### config.mk
export PLATFORM = sky130hd
export DESIGN_NAME = bf16_to_int16
export DESIGN_NICKNAME = d
export VERILOG_FILES = /design/src/rtl/bf16_pkg.sv /design/src/rtl/bf16_rne_round.sv /design/src/rtl/bf16_to_int16.sv
export SDC_FILE = /design/constraint.sdc
export NUM_CORES = 1
export LEC_CHECK = 0
export CAP_MARGIN = 20
export CORE_UTILIZATION = 50
export DETAILED_ROUTE_END_ITERATION = 7
export GPL_ROUTABILITY_DRIVEN = 0
export PLACE_DENSITY = 0.74
export RECOVER_POWER = 100
export SLEW_MARGIN = 20
export SYNTH_ARGS = -nofsm -noshare
export SYNTH_HDL_FRONTEND = slang
export SYNTH_SLANG_ARGS = --single-unit
export TNS_END_PERCENT = 50
### constraint.sdc
create_clock -name clk -period 2.7 [get_ports clk]
set_clock_uncertainty 0.05 [all_clocks]
set_input_delay 0.81 -clock clk [delete_from_list [all_inputs] [get_ports clk]]
set_output_delay 0.81 -clock clk [all_outputs]
set_load 0.01 [all_outputs]
### src/rtl/bf16_pkg.sv
// Shared definitions for the bfloat16 -> int16 converter.
// Holds the exponent bias, the converter FSM state encoding, the bit
// positions inside the 3-bit flag vector and the int16 saturation limits.
package bf16_pkg;

  localparam int BF16_BIAS = 127;

  typedef enum logic [1:0] {
    IDLE  = 2'd0,
    ALIGN = 2'd1,
    ROUND = 2'd2,
    DONE  = 2'd3
  } state_e;

  localparam int FLAG_INEXACT  = 0;
  localparam int FLAG_OVERFLOW = 1;
  localparam int FLAG_INVALID  = 2;

  localparam logic [15:0] INT16_MAX = 16'h7FFF;
  localparam logic [15:0] INT16_MIN = 16'h8000;

endpackage

### src/rtl/bf16_rne_round.sv
// Round-half-even and sign application for an aligned integer magnitude.
// Purely combinational so it can also be dropped into the adder datapath.
// Ports:
//   mag_i     : unsigned aligned magnitude (integer part)
//   g_i       : guard bit (first bit below the integer LSB)
//   s_i       : sticky bit (OR of every bit below the guard)
//   sign_i    : 1 = negate the rounded magnitude
//   result_o  : two's-complement rounded result
//   inexact_o : any nonzero bit was discarded
module bf16_rne_round (
  input  logic [15:0] mag_i,
  input  logic        g_i,
  input  logic        s_i,
  input  logic        sign_i,
  output logic [15:0] result_o,
  output logic        inexact_o
);

  logic        inc;
  logic [15:0] rounded;

  // Ties (g=1, s=0) round up only when that makes the result even.
  assign inc       = g_i & (s_i | mag_i[0]);
  // Magnitude never exceeds 32640, so the increment cannot wrap.
  assign rounded   = mag_i + {15'd0, inc};
  // A zero magnitude negates to zero, so -0 comes out as 16'h0000.
  assign result_o  = sign_i ? (~rounded + 16'd1) : rounded;
  assign inexact_o = g_i | s_i;

endmodule

### src/rtl/bf16_to_int16.sv
// Converts one bfloat16 operand to a saturating two's-complement int16.
// Special operands (NaN, inf, out of range, zero/subnormal, |x| < 0.5)
// are resolved on acceptance; normal operands are aligned one bit per
// cycle, then rounded half-even in a single ROUND cycle.
// Ports:
//   clk       : rising-edge clock
//   rst       : asynchronous active-high reset
//   in_valid  : operand offered
//   in_ready  : converter idle and able to accept
//   in_data   : bfloat16 {sign, exp[7:0], frac[6:0]}
//   out_valid : result held (DONE)
//   out_ready : consumer accepts the result
//   out_data  : int16 result
//   out_flags : {invalid, overflow, inexact}
module bf16_to_int16
  import bf16_pkg::*;
(
  input  logic        clk,
  input  logic        rst,
  input  logic        in_valid,
  output logic        in_ready,
  input  logic [15:0] in_data,
  output logic        out_valid,
  input  logic        out_ready,
  output logic [15:0] out_data,
  output logic [2:0]  out_flags
);

  state_e             state_q;
  logic [15:0]        mag_q;
  logic               g_q, s_q, sign_q, right_q;
  logic [3:0]         cnt_q;
  logic [15:0]        out_data_q;
  logic [2:0]         out_flags_q;

  logic               sign_in;
  logic [7:0]         exp_field;
  logic [6:0]         frac;
  logic signed [8:0]  unbiased;
  logic signed [8:0]  shift_diff;
  logic [3:0]         k_d;
  logic               special_d;
  logic [15:0]        spec_data_d;
  logic [2:0]         spec_flags_d;

  logic [15:0]        rnd_result;
  logic               rnd_inexact;

  // Field extraction and special-case classification of the offered operand.
  always_comb begin
    sign_in      = in_data[15];
    exp_field    = in_data[14:7];
    frac         = in_data[6:0];
    unbiased     = signed'({1'b0, exp_field} - 9'(BF16_BIAS));
    shift_diff   = unbiased - 9'sd7;
    // Only used on the normal path (-1 <= E <= 14), where |E-7| <= 8.
    k_d          = shift_diff[8] ? 4'(-shift_diff) : 4'(shift_diff);
    special_d    = 1'b1;
    spec_data_d  = 16'h0000;
    spec_flags_d = 3'b000;
    if (exp_field == 8'hFF && frac != 7'd0) begin
      spec_data_d                = INT16_MIN;
      spec_flags_d[FLAG_INVALID] = 1'b1;
    end else if (exp_field == 8'hFF) begin
      spec_data_d                 = sign_in ? INT16_MIN : INT16_MAX;
      spec_flags_d[FLAG_OVERFLOW] = 1'b1;
    end else if (unbiased == 9'sd15 && sign_in && frac == 7'd0) begin
      // -32768 is exactly representable.
      spec_data_d = INT16_MIN;
    end else if (unbiased >= 9'sd15) begin
      spec_data_d                 = sign_in ? INT16_MIN : INT16_MAX;
      spec_flags_d[FLAG_OVERFLOW] = 1'b1;
    end else if (exp_field == 8'h00) begin
      // Subnormals are flushed; only the inexact flag remembers them.
      spec_flags_d[FLAG_INEXACT] = (frac != 7'd0);
    end else if (unbiased < -9'sd1) begin
      spec_flags_d[FLAG_INEXACT] = 1'b1;
    end else begin
      special_d = 1'b0;
    end
  end

  bf16_rne_round u_round (
    .mag_i     (mag_q),
    .g_i       (g_q),
    .s_i       (s_q),
    .sign_i    (sign_q),
    .result_o  (rnd_result),
    .inexact_o (rnd_inexact)
  );

  always_ff @(posedge clk or posedge rst) begin
    if (rst) begin
      state_q     <= IDLE;
      mag_q       <= 16'h0000;
      g_q         <= 1'b0;
      s_q         <= 1'b0;
      sign_q      <= 1'b0;
      right_q     <= 1'b0;
      cnt_q       <= 4'd0;
      out_data_q  <= 16'h0000;
      out_flags_q <= 3'b000;
    end else begin
      case (state_q)
        IDLE: begin
          if (in_valid) begin
            sign_q <= sign_in;
            if (special_d) begin
              out_data_q  <= spec_data_d;
              out_flags_q <= spec_flags_d;
              state_q     <= DONE;
            end else begin
              mag_q   <= {8'h00, 1'b1, frac};
              g_q     <= 1'b0;
              s_q     <= 1'b0;
              cnt_q   <= k_d;
              right_q <= (unbiased < 9'sd7);
              state_q <= (k_d == 4'd0) ? ROUND : ALIGN;
            end
          end
        end
        ALIGN: begin
          if (right_q) begin
            // The previous guard drops into sticky as a new bit leaves.
            mag_q <= {1'b0, mag_q[15:1]};
            g_q   <= mag_q[0];
            s_q   <= s_q | g_q;
          end else begin
            mag_q <= {mag_q[14:0], 1'b0};
          end
          cnt_q <= cnt_q - 4'd1;
          if (cnt_q == 4'd1) state_q <= ROUND;
        end
        ROUND: begin
          out_data_q  <= rnd_result;
          out_flags_q <= {2'b00, rnd_inexact};
          state_q     <= DONE;
        end
        DONE: begin
          if (out_ready) state_q <= IDLE;
        end
        default: state_q <= IDLE;
      endcase
    end
  end

  // Handshake outputs decode the state register only, so in_ready never
  // sees out_ready combinationally.
  assign in_ready  = (state_q == IDLE);
  assign out_valid = (state_q == DONE);
  assign out_data  = out_data_q;
  assign out_flags = out_flags_q;

endmodule

=== After elaboration in Yosys (flattened, before gate mapping) ===
Cells that the tools add are included.

* Add/subtract/negate cells: 6
* Equal/unequal tests: 12
* Reduce and logical (&&, ||, !) cells: 16
* $lt $le $gt $ge: 3
* Multiplexer cells: 46
* Bitwise operators: 5

{| class="wikitable"
|+ Operators by type and width
! kind !! count
|-
| two-way mux 16 bit || 11
|-
| one-hot mux 16 bit (2 select lines) || 2
|-
| adder 16 x 1 -> 16 bit || 1
|-
| adder 16 x 1 -> 16 bit, second input constant || 1
|-
| two-way mux 1 bit || 16
|-
| inverter 16 bit || 1
|-
| two-way mux 2 bit || 7
|-
| two-way mux 4 bit || 3
|-
| AND reduction 3 bit || 4
|-
| == test 9 x 5 -> 1 bit, second input constant || 1
|-
| >= comparator 9 x 5 -> 1 bit, second input constant || 1
|-
| less-than comparator 9 x 1 -> 1 bit, second input constant || 1
|-
| less-than comparator 9 x 4 -> 1 bit, second input constant || 1
|-
| subtractor 8 x 7 -> 9 bit, second input constant || 1
|-
| subtractor 9 x 4 -> 9 bit, second input constant || 1
|-
| == test 8 bit, second input constant || 1
|-
| logical NOT 8 bit || 1
|-
| inequality test 2 bit, second input constant || 4
|-
| one-hot mux 2 bit (4 select lines) || 1
|-
| one-hot mux 4 bit (2 select lines) || 1
|-
| logical NOT 7 bit || 1
|-
| nonzero test 7 bit || 1
|-
| two-way mux 3 bit || 2
|-
| one-hot mux 3 bit (2 select lines) || 1
|-
| other kinds (16) || 23
|}

* Word-level logic and storage cells: 97
* Bits in registers: 45
* Input port bits: 20

=== Logic depth before layout (Yosys ltp) ===
Gate-level depths: netlist (run 1).

* Word-level depth: 11
* Depth in mapped cells: 12

=== Cells and area by module ===
From an unflattened synthesis (run 1), not the netlist that was laid out.

* Cells, all modules: 464
* Area, all modules: 3858.7 sq um

{| class="wikitable"
|+ By module, submodules not included
! module !! sequential area each (sq um) !! times used !! area an instance (sq um) !! cells an instance
|-
| bf16_to_int16 || 1126.1 || 1 || 2793.9 || 323
|-
| bf16_rne_round || 0.0 || 1 || 1064.8 || 141
|}

=== Worst setup path before layout (run 1) ===
Ideal clock, no wire load.

* Kind: input to register
* From: input port in_data[7]
* To: register out_flags_q[0] (netlist: out_flags[0])
* Path slack: -0.104 ns
* Stages on the path: 9
* Library setup time: 0.125 ns
* Data arrival time: 2.629 ns
* Data required time: 2.525 ns
* Cells stage by stage: buf_4 -> inv_1 -> ha_1 -> nor3b_1 -> a32o_2 -> o41ai_2 -> o31ai_4 -> buf_6 -> mux2_4

* Longest elaborated chain between the ends: 11

{| class="wikitable"
|+ Ends and longest elaborated chain
! item !! RTL line !! RTL
|-
| from (decl) || bf16_to_int16.sv:22 || <nowiki>input logic [15:0] in_data,</nowiki>
|-
| subtractor 8 x 7 -> 9 bit || bf16_to_int16.sv:54 || <nowiki>unbiased = signed'({1'b0, exp_field} - 9'(BF16_BIAS));</nowiki>
|-
| less-than comparator 9 x 1 -> 1 bit || bf16_to_int16.sv:76 || <nowiki>end else if (unbiased < -9'sd1) begin</nowiki>
|-
| two-way mux 1 bit || bf16_to_int16.sv:76 ||
|-
| two-way mux 1 bit || bf16_to_int16.sv:73 || <nowiki>end else if (exp_field == 8'h00) begin</nowiki>
|-
| two-way mux 1 bit || bf16_to_int16.sv:70 || <nowiki>end else if (unbiased >= 9'sd15) begin</nowiki>
|-
| two-way mux 2 bit || bf16_to_int16.sv:67 || <nowiki>end else if (unbiased == 9'sd15 && sign_in && frac == 7'd0) begin</nowiki>
|-
| two-way mux 1 bit || bf16_to_int16.sv:64 || <nowiki>end else if (exp_field == 8'hFF) begin</nowiki>
|-
| two-way mux 2 bit || bf16_to_int16.sv:61 || <nowiki>if (exp_field == 8'hFF && frac != 7'd0) begin</nowiki>
|-
| two-way mux 3 bit || bf16_to_int16.sv:108 || <nowiki>if (special_d) begin</nowiki>
|-
| two-way mux 3 bit || bf16_to_int16.sv:106 || <nowiki>if (in_valid) begin</nowiki>
|-
| one-hot mux 3 bit (2 select lines) || bf16_to_int16.sv:104 || <nowiki>case (state_q)</nowiki>
|-
| to (signal assigned) || bf16_to_int16.sv:110 || <nowiki>out_flags_q <= spec_flags_d;</nowiki>
|-
| to (signal assigned) || bf16_to_int16.sv:136 || <nowiki>out_flags_q <= {2'b00, rnd_inexact};</nowiki>
|-
| to (decl) || bf16_to_int16.sv:34 || <nowiki>logic [2:0] out_flags_q;</nowiki>
|}

Several ways; a longest one is shown, not always the timed one. The select of a mux whose other input is x is not followed.
A chain may end at the register's enable or synchronous reset.

=== Worst setup path after layout (run 1) ===
* From: input port in_data[8]
* To: register out_flags_q[1] (netlist: out_flags[1])

* Longest elaborated chain between the ends: 10

{| class="wikitable"
|+ Ends and longest elaborated chain
! item !! RTL line
|-
| subtractor 8 x 7 -> 9 bit || bf16_to_int16.sv:54
|-
| less-than comparator 9 x 1 -> 1 bit or == test 9 x 5 -> 1 bit (tied branches) || bf16_to_int16.sv:76, bf16_to_int16.sv:67
|-
| two-way mux 1 bit or logical AND 1 bit (tied branches) || bf16_to_int16.sv:76, bf16_to_int16.sv:67
|-
| two-way mux 1 bit or logical AND 1 bit (tied branches) || bf16_to_int16.sv:73, bf16_to_int16.sv:67
|-
| two-way mux 1 bit or two-way mux 2 bit (tied branches) || bf16_to_int16.sv:70, bf16_to_int16.sv:67
|-
| two-way mux 1 bit (on tied branches) || bf16_to_int16.sv:67, bf16_to_int16.sv:64
|-
| two-way mux 1 bit or two-way mux 2 bit (tied branches) || bf16_to_int16.sv:64, bf16_to_int16.sv:61
|-
| two-way mux 1 bit or two-way mux 3 bit (tied branches) || bf16_to_int16.sv:61, bf16_to_int16.sv:108
|-
| inequality test 2 x 1 -> 1 bit (no line) or two-way mux 3 bit (tied branches) || n/a
|-
| AND reduction 3 bit (no line) or one-hot mux 3 bit (2 select lines) (tied branches) || n/a
|}

Several ways; a longest one is shown, not always the timed one. The select of a mux whose other input is x is not followed.

==> Flow_metrics.wiki, run 1 <==
{| class="wikitable"
! Metric !! Value
|-
| Unrepaired setup endpoints after global routing || true
|-
| Clock Path Buffers || 2
|-
| Library cell occupying the most area in the post-synthesis netlist || sky130_fd_sc_hd__dfrtp_1
|-
| CTS Root Cell || sky130_fd_sc_hd__clkbuf_8
|-
| Number of rows created at floorplan || 32
|-
| Multi-input logic area || 2750 um2
|-
| Count of distinct cell types in the synthesized netlist || 74
|-
| Count of max-cap constraint violations || 0
|-
| Remaining number of nets flagged by the antenna check after routing || 0
|-
| Ordered list of cells on the worst path || clkbuf_2 > ha_4 > buf_4 > xnor2_4 > o32a_1 > nand2_2 > o41ai_4 > o31ai_4 > buf_6 > mux2_4
|-
| Half-perimeter wire length after placement || 7.75 mm
|-
| Final total negative setup slack || 0 ns
|-
| LEAKAGE || 2.14 nW
|-
| Worst relative slew slack || 43.3%
|-
| Overall power || 4.62 mW
|-
| Area of the core || 7770 um2
|-
| Vias in the first global route || 3,710
|-
| Pins over their slew limit || 0
|-
| Port Buffer Count || 40
|-
| Number of antenna violations at the first check in global routing || 0
|-
| Count of hold-fix buffers inserted at cts || 0
|-
| Final wirelength || 10.1 mm
|-
| Number of filler cells placed in the layout || 662
|-
| Period minus WS final || 2.67 ns
|-
| CP Buf/Inv Count || 3
|-
| CP Class || input port to register
|-
| Pre-CTS WS || -0.736 ns
|-
| Sequential cell area fraction in the yosys report || 27.9%
|-
| Reg2Reg Launch Point || s_q
|-
| Required @ worst endpoint || 2.85 ns
|-
| Synthesized area divided by synthesized cell count || 8.34 um2
|-
| CP top delay family || compound AO/OA/AOI/OAI gates
|-
| Layout Cell Area excl Fill || around 5200 um2
|-
| Area of the die || 8420 um2
|-
| Sequential Area || 1130 um2
|-
| Pin count of the biggest net entering global routing || 26
|-
| Flip-flop and latch count after synthesis || 45
|-
| Post-synth net total || around 500
|-
| Clock-pin slew on the worst setup and hold paths || 0.09 ns
|-
| Top Ports || 41
|-
| CTS tree || built
|-
| Ranking of synthesized cells by area || sky130_fd_sc_hd__dfrtp_1, sky130_fd_sc_hd__nand2_1, sky130_fd_sc_hd__xnor2_1
|-
| Startpoint of the most critical hold path || out_data[15]
|-
| Global Route Usage Sum || 24.9%
|-
| Y dimension of the die || 91.8 um
|-
| Fin. Hold Viols || 0
|-
| Number of setup violations in the final report || 0
|-
| Total congestion overflow after global routing || 0
|-
| Placed Instance Area || 4950 um2
|-
| Type of the tightest min-delay check || register to register
|-
| Final worst path period share || ~99%
|-
| Count of H-tree levels built during CTS || 2
|-
| Vias per cell || 5.87
|-
| Dominant synthesized flop cell || sky130_fd_sc_hd__dfrtp_1
|-
| Data arrival at the endpoint of the critical path || 2.81 ns
|-
| Chip width || 91.8 um
|-
| Number of diodes || 0
|-
| Share of Yosys cell area claimed by the top area cell type || 27.9%
|-
| Detail-routed net length per standard cell || between 15 and 20 um
|-
| Drt first-iter violations || 159
|-
| Worst hold slack after final layout || 0.455 ns
|-
| Post-placement cell count || around 660
|-
| Beginning of the critical path || in_data[8]
|-
| Synthesized instance count || 483
|-
| Post-layout nets || 600
|-
| Number of detailed-route iterations in the first pass || 5
|-
| Status || complete, no violations
|-
| Critical path peak fanout || 5
|-
| Inserted Clock Buffers || 5
|-
| DRC Markers || 0
|-
| Post-route insts no fill || 671
|-
| Worst Tran Pin Value || between 0.8 and 0.9 ns
|-
| Layout cell share with drive strength beyond 1 || 27.1%
|-
| Share of flip-flops with an asynchronous set or reset after synthesis || 100%
|-
| Overall via count from detail_route || 3,940
|-
| Clock net sink count || 45
|-
| Initial cell density of the core || ~52%
|-
| Final core occ || 66.7%
|-
| Crit path setup slack, layout || 0.0332 ns
|-
| Total power per unit cell area || 891 nW/um2
|-
| Clock latency of the later-clocked register in the worst-skew pair || approximately 0.3 ns
|-
| Upper clock frequency limit || between 300 and 400 MHz
|-
| Synthesis Warnings || 0
|-
| Wire length of the first global-routing pass || 17.0 mm
|-
| Endpoint type of the worst setup path || register
|-
| Startpoint kind of the worst setup timing path || input port
|-
| Area delta synth->final || 28.5%
|-
| Synth Cell Area || 4030 um2
|-
| Cell types with the highest counts after synthesis || sky130_fd_sc_hd__nand2_1, sky130_fd_sc_hd__dfrtp_1, sky130_fd_sc_hd__nor2_1
|-
| Slowest cell delay on critical path || roughly 0.46 ns
|-
| Most used standard cell by instance count after synthesis || sky130_fd_sc_hd__nand2_1
|-
| Number of synthesized flops with an enable pin || 0
|-
| CP max stage cell || sky130_fd_sc_hd__o41ai_4
|-
| Max VDD drop || 0.000617 V
|}
kinds of logic after synthesis:
group	Yosys count	share of synthesized area, %
and+or+nand+nor	186	24.6
AOI/OAI and AO/OA	130	22.7
buffers and inverters	58	8.10
DFF	45	27.9
xor gates and xnor gates	29	6.49
muxes	23	6.49
adders and majority gates	12	3.73
area by class of cell:
| type | instances | area share (%) |
|---|---|---|
| Multi-Input combinational cell | 380 | 53.1 |
| Sequential cell | 45 | 21.8 |
| Clock buffer | 5 | 1.33 |
| Clock inverter | 3 | 1.26 |
| Inverter | 20 | 1.50 |
| Tap cell | 102 | 2.46 |
| Timing Repair Buffer | 116 | 18.6 |
per-layer routing:
| metal | wire length (um) | vias up | global-route usage [%] |
|---|---|---|---|
| met1 | 4400 | 1897 | 31.7 |
| met5 | 0 | - | 0 |
| li1 | - | 1915 | - |
| met2 | 5060 | 103 | 42.9 |
| met4 | 287 | 0 | 9.64 |
| met3 | 386 | 25 | 3.23 |
state kept, by name, indices dropped and copies added, names as in the netlist:
register and count:
cnt_q 4, g_q 1, mag_q 16, out_data 16, out_flags 3, right_q 1, s_q 1, sign_q 1
state_q 2
worst min-delay path, delay by kind of cell, from the launching register on:
family             cells  cell delay, ns
DFF                    1            0.35
muxes                  1            0.06
AOI/OAI and AO/OA      1            0.06
power breakdown:
group	leakage (nW)	internal, mW	switching (mW)
clock	0.0681	0.368	0.239
combinational	1.52	1.30	1.43
sequential	0.558	0.952	0.328
total	2.14	2.62	1.99
path summary, 6_finish.rpt:
path | to | slack (ns) | cells past startpoint
worst max-delay path | out_flags[1] | 0.03 | 10
worst max register to register | out_data[13] | 0.10 | 10
worst min-delay path | out_data[15] | 0.45 | 2
worst min register to register | out_data[15] | 0.45 | 2
min in group asynchronous | out_data[15] | 0.92 | 2
max in group asynchronous | mag_q[0] | 0.62 | 3
cells in the final DEF, fill, tap and decap left out, types with 5 or more instances in the layout:
cell type	instances
sky130_fd_sc_hd__nand2_1	70
sky130_fd_sc_hd__buf_4	65
sky130_fd_sc_hd__dfrtp_1	44
sky130_fd_sc_hd__nor2_1	29
sky130_fd_sc_hd__dlygate4sd3_1	23
sky130_fd_sc_hd__xnor2_1	22
sky130_fd_sc_hd__o21ai_0	22
sky130_fd_sc_hd__o21ai_1	19
sky130_fd_sc_hd__inv_1	18
sky130_fd_sc_hd__a21oi_1	18
sky130_fd_sc_hd__mux2i_1	12
sky130_fd_sc_hd__nand3_1	11
sky130_fd_sc_hd__clkdlybuf4s50_1	11
sky130_fd_sc_hd__nand4_1	10
sky130_fd_sc_hd__nand2b_1	8
sky130_fd_sc_hd__a21oi_2	8
sky130_fd_sc_hd__o31ai_1	8
sky130_fd_sc_hd__a31oi_1	8
sky130_fd_sc_hd__o211ai_1	7
sky130_fd_sc_hd__mux2_2	7
sky130_fd_sc_hd__ha_1	7
sky130_fd_sc_hd__xor2_1	6
sky130_fd_sc_hd__and3_1	6
sky130_fd_sc_hd__clkbuf_2	6
sky130_fd_sc_hd__buf_6	6
sky130_fd_sc_hd__clkbuf_8	5
timing repair:
action	CTS	global route
gates cloned	0	1
resized for setup	22	19
buffers inserted	3	4
pin swaps	7	21
endpoints found under the setup margin	43	21
Power figures use the tool's default switching activity.
==> run 2, diff against run 1 <==
--- a/config.mk
+++ b/config.mk
@@ -10,7 +10,7 @@
 export DETAILED_ROUTE_END_ITERATION = 7
 export GPL_ROUTABILITY_DRIVEN = 0
 export PLACE_DENSITY = 0.74
-export RECOVER_POWER = 100
+export RECOVER_POWER = 50
 export SLEW_MARGIN = 20
 export SYNTH_ARGS = -nofsm -noshare
 export SYNTH_HDL_FRONTEND = slang
==> Flow_metrics.wiki, run 2 (same netlist as run 1, synthesis figures left out) <==
{| class="wikitable"
! Metric !! Value
|-
| DRC Markers || 0 (unchanged)
|-
| Area of the die || 8420 um2 (unchanged)
|-
| Clock latency of the later-clocked register in the worst-skew pair || 0.30 ns (about the same)
|-
| Ordered list of cells on the worst path || clkdlybuf4s50_1 > and3_2 > nand2_1 > o32ai_2 > buf_4 > o2111ai_1 > nand3b_1 > xor2_1 > a221o_1
|-
| CP max stage cell || sky130_fd_sc_hd__clkdlybuf4s50_1
|-
| Placed Instance Area || 4950 um2 (unchanged)
|-
| Top Ports || 41 (unchanged)
|-
| Startpoint kind of the worst setup timing path || input port
|-
| Met2 track utilization from global routing || 42.9% (unchanged)
|-
| Remaining number of nets flagged by the antenna check after routing || 0 (unchanged)
|-
| Number of setup violations in the final report || 0 (unchanged)
|-
| Pin count of the biggest net entering global routing || 26 (unchanged)
|-
| Status || complete, no violations
|-
| Max VDD drop || 0.000650 V (+5.3%)
|-
| Number of diodes || 0 (unchanged)
|-
| Wire length of the first global-routing pass || 17.0 mm (unchanged)
|-
| Number of rows created at floorplan || 32 (unchanged)
|-
| Slowest cell delay on critical path || 0.47 ns (about the same)
|-
| Area of the core || 7770 um2 (unchanged)
|-
| Area delta synth->final || 29.1%
|-
| Commonest non-fill, non-tap cell in the layout || sky130_fd_sc_hd__nand2_1
|-
| CP Class || input port to register
|-
| Count of max-cap constraint violations || 0 (unchanged)
|-
| Detail-routed net length per standard cell || 15.1 um (about the same)
|-
| Data arrival at the endpoint of the critical path || 2.80 ns (about the same)
|-
| Final wirelength || 10.1 mm (about the same)
|-
| CTS Root Cell || sky130_fd_sc_hd__clkbuf_8
|-
| Required @ worst endpoint || 2.84 ns (about the same)
|-
| Pins over their slew limit || 0 (unchanged)
|-
| Overall via count from detail_route || 3,933 (-0.18%)
|-
| Final worst path period share || 98.4% (-0.32 points)
|-
| Total power per unit cell area || 904 nW/um2 (+1.4%)
|-
| CTS tree || built
|-
| Half-perimeter wire length after placement || 7.75 mm (unchanged)
|-
| Post-layout nets || 600 (unchanged)
|-
| Met3 usage || 3.23% (unchanged)
|-
| Port Buffer Count || 40 (unchanged)
|-
| Layout Cell Area excl Fill || 5200 um2 (+0.48%)
|-
| Chip width || 91.8 um (unchanged)
|-
| Beginning of the critical path || in_data[13]
|-
| Upper clock frequency limit || 376 MHz (+0.33%)
|-
| Worst relative slew slack || 43.8% (+0.51 points)
|-
| Type of the tightest min-delay check || register to register
|-
| Startpoint of the most critical hold path || out_data[15]
|-
| Clock net sink count || 45 (unchanged)
|-
| Power share of the combinational group || 59.7% (+0.6 points)
|-
| Clock-pin slew on the worst setup and hold paths || 0.09 ns (about the same)
|-
| Layer carrying the most global-route usage || met2
|-
| Global routing usage on met1 || 31.7% (unchanged)
|-
| Sequential share of power || 27.3% (-0.4 points)
|-
| Post-route insts no fill || 671 (unchanged)
|-
| Inserted Clock Buffers || 5 (unchanged)
|-
| Clock Power Share || 12.9% (-0.3 points)
|-
| Vias in the first global route || 3,710 (unchanged)
|-
| Fin. Hold Viols || 0 (unchanged)
|-
| Vias per cell || 5.86 (-0.18%)
|-
| Drt first-iter violations || 166 (+4.4%)
|-
| Internal Power || 2.69 mW (+2.6%)
|-
| Final total negative setup slack || 0 ns (unchanged)
|-
| Reg2Reg Launch Point || s_q
|-
| Post-placement cell count || 655 (unchanged)
|-
| Total congestion overflow after global routing || 0 (unchanged)
|-
| Clock Path Buffers || 2 (unchanged)
|-
| Count of hold-fix buffers inserted at cts || 0 (unchanged)
|-
| Number of antenna violations at the first check in global routing || 0 (unchanged)
|-
| Critical path peak fanout || 4 (-1)
|-
| Fraction of power spent switching nets || 42.8% (-0.37 points)
|-
| Global Route Usage Sum || 24.9% (unchanged)
|-
| Y dimension of the die || 91.8 um (unchanged)
|-
| Switching power || 2.01 mW (+1.1%)
|-
| Count of H-tree levels built during CTS || 2 (unchanged)
|-
| Most frequent cells in the layout || sky130_fd_sc_hd__nand2_1, sky130_fd_sc_hd__buf_4, sky130_fd_sc_hd__dfrtp_1
|-
| Unrepaired setup endpoints after global routing || true
|-
| Pre-CTS WS || -0.736 ns (unchanged)
|-
| Initial cell density of the core || 51.9% (unchanged)
|-
| Period minus WS final || 2.66 ns (-0.00873 ns)
|-
| LEAKAGE || 2.14 nW (about the same)
|-
| Layout cell share with drive strength beyond 1 || 27.4% (+0.35 points)
|-
| Worst Tran Pin Value || 0.843 ns (-0.00763 ns)
|-
| Number of detailed-route iterations in the first pass || 4 (-1)
|-
| Endpoint type of the worst setup path || register
|-
| Crit path setup slack, layout || 0.0420 ns (+0.00873 ns)
|}
==> run 2: changes by cell type in the layout (fill, tap and decap cells not counted), moves of 2 or more <==
| cell | change |
|---|---|
| sky130_fd_sc_hd__clkbuf_2 | -4 |
| sky130_fd_sc_hd__buf_2 | +2 |
| sky130_fd_sc_hd__dlygate4sd3_1 | -17 |
| sky130_fd_sc_hd__clkdlybuf4s50_1 | +17 |
| sky130_fd_sc_hd__buf_4 | +3 |
==> run 2: layout make-up <==
type | instances | area, um2
tap | 102 | 128
multi-input combinational | 380 | 2770
fill | 657 | 2560
sequential | 45 | 1130
clock buffer | 5 | 68.8
clock inverter | 3 | 65.1
timing repair buffer | 116 | 967
inverter | 20 | 77.6
==> run 2: critical path: cells and delay by family <==
family | cells | cell delay, ns
AO/OA/AOI/OAI | 3 | 0.75
XOR/XNOR | 1 | 0.09
buffers and inverters | 2 | 0.68
AND/OR/NAND/NOR | 3 | 0.46
==> run 2: stage by stage <==
step	power, mW	hold slack [ns]	util (%)
after global placement	3.94	0.441	63.7
final	4.71	0.455	67.0
after CTS	4.65	0.465	66.0
after global routing	5.09	0.486	67.0
after floorplan	3.22	0.429	-
after detailed placement	4.02	0.445	63.7
==> run 2: per-layer routing <==
metal  share of wire [%]  up-vias
met2                  50      103
met1                  43     1896
li1                    -     1909
met5                   0        -
met3                 4.0       25
met4                 2.8        0
==> run 2: worst paths after layout <==
| check | slack [ns] | depth (start not counted) | endpoint |
|---|---|---|---|
| min in group asynchronous | 0.92 | 2 | out_data[15] |
| max | 0.04 | 9 | cnt_q[3] |
| min | 0.46 | 2 | out_data[15] |
| max reg2reg | 0.09 | 10 | out_data[13] |
| min reg2reg | 0.46 | 2 | out_data[15] |
| max in group asynchronous | 0.62 | 3 | mag_q[0] |
==> run 2: what timing repair did <==
action	CTS	global route
resized for setup	22	19
endpoints found under the hold margin	0	0
setup buffers	3	4
pin swaps	7	21
endpoints found under the setup margin	43	21
gates cloned	0	1
==> run 2: power by group through the flow <==
| stage | Clock [mW] | Combinational [mW] | Sequential, mW |
|---|---|---|---|
| finish | 0.608 | 2.81 | 1.29 |
| global route | 0.643 | 3.12 | 1.33 |
| CTS | 0.614 | 2.75 | 1.28 |
| detailed placement | 0 | 2.73 | 1.29 |
| global placement | 0 | 2.66 | 1.28 |
| floorplan | 0 | 2.01 | 1.21 |
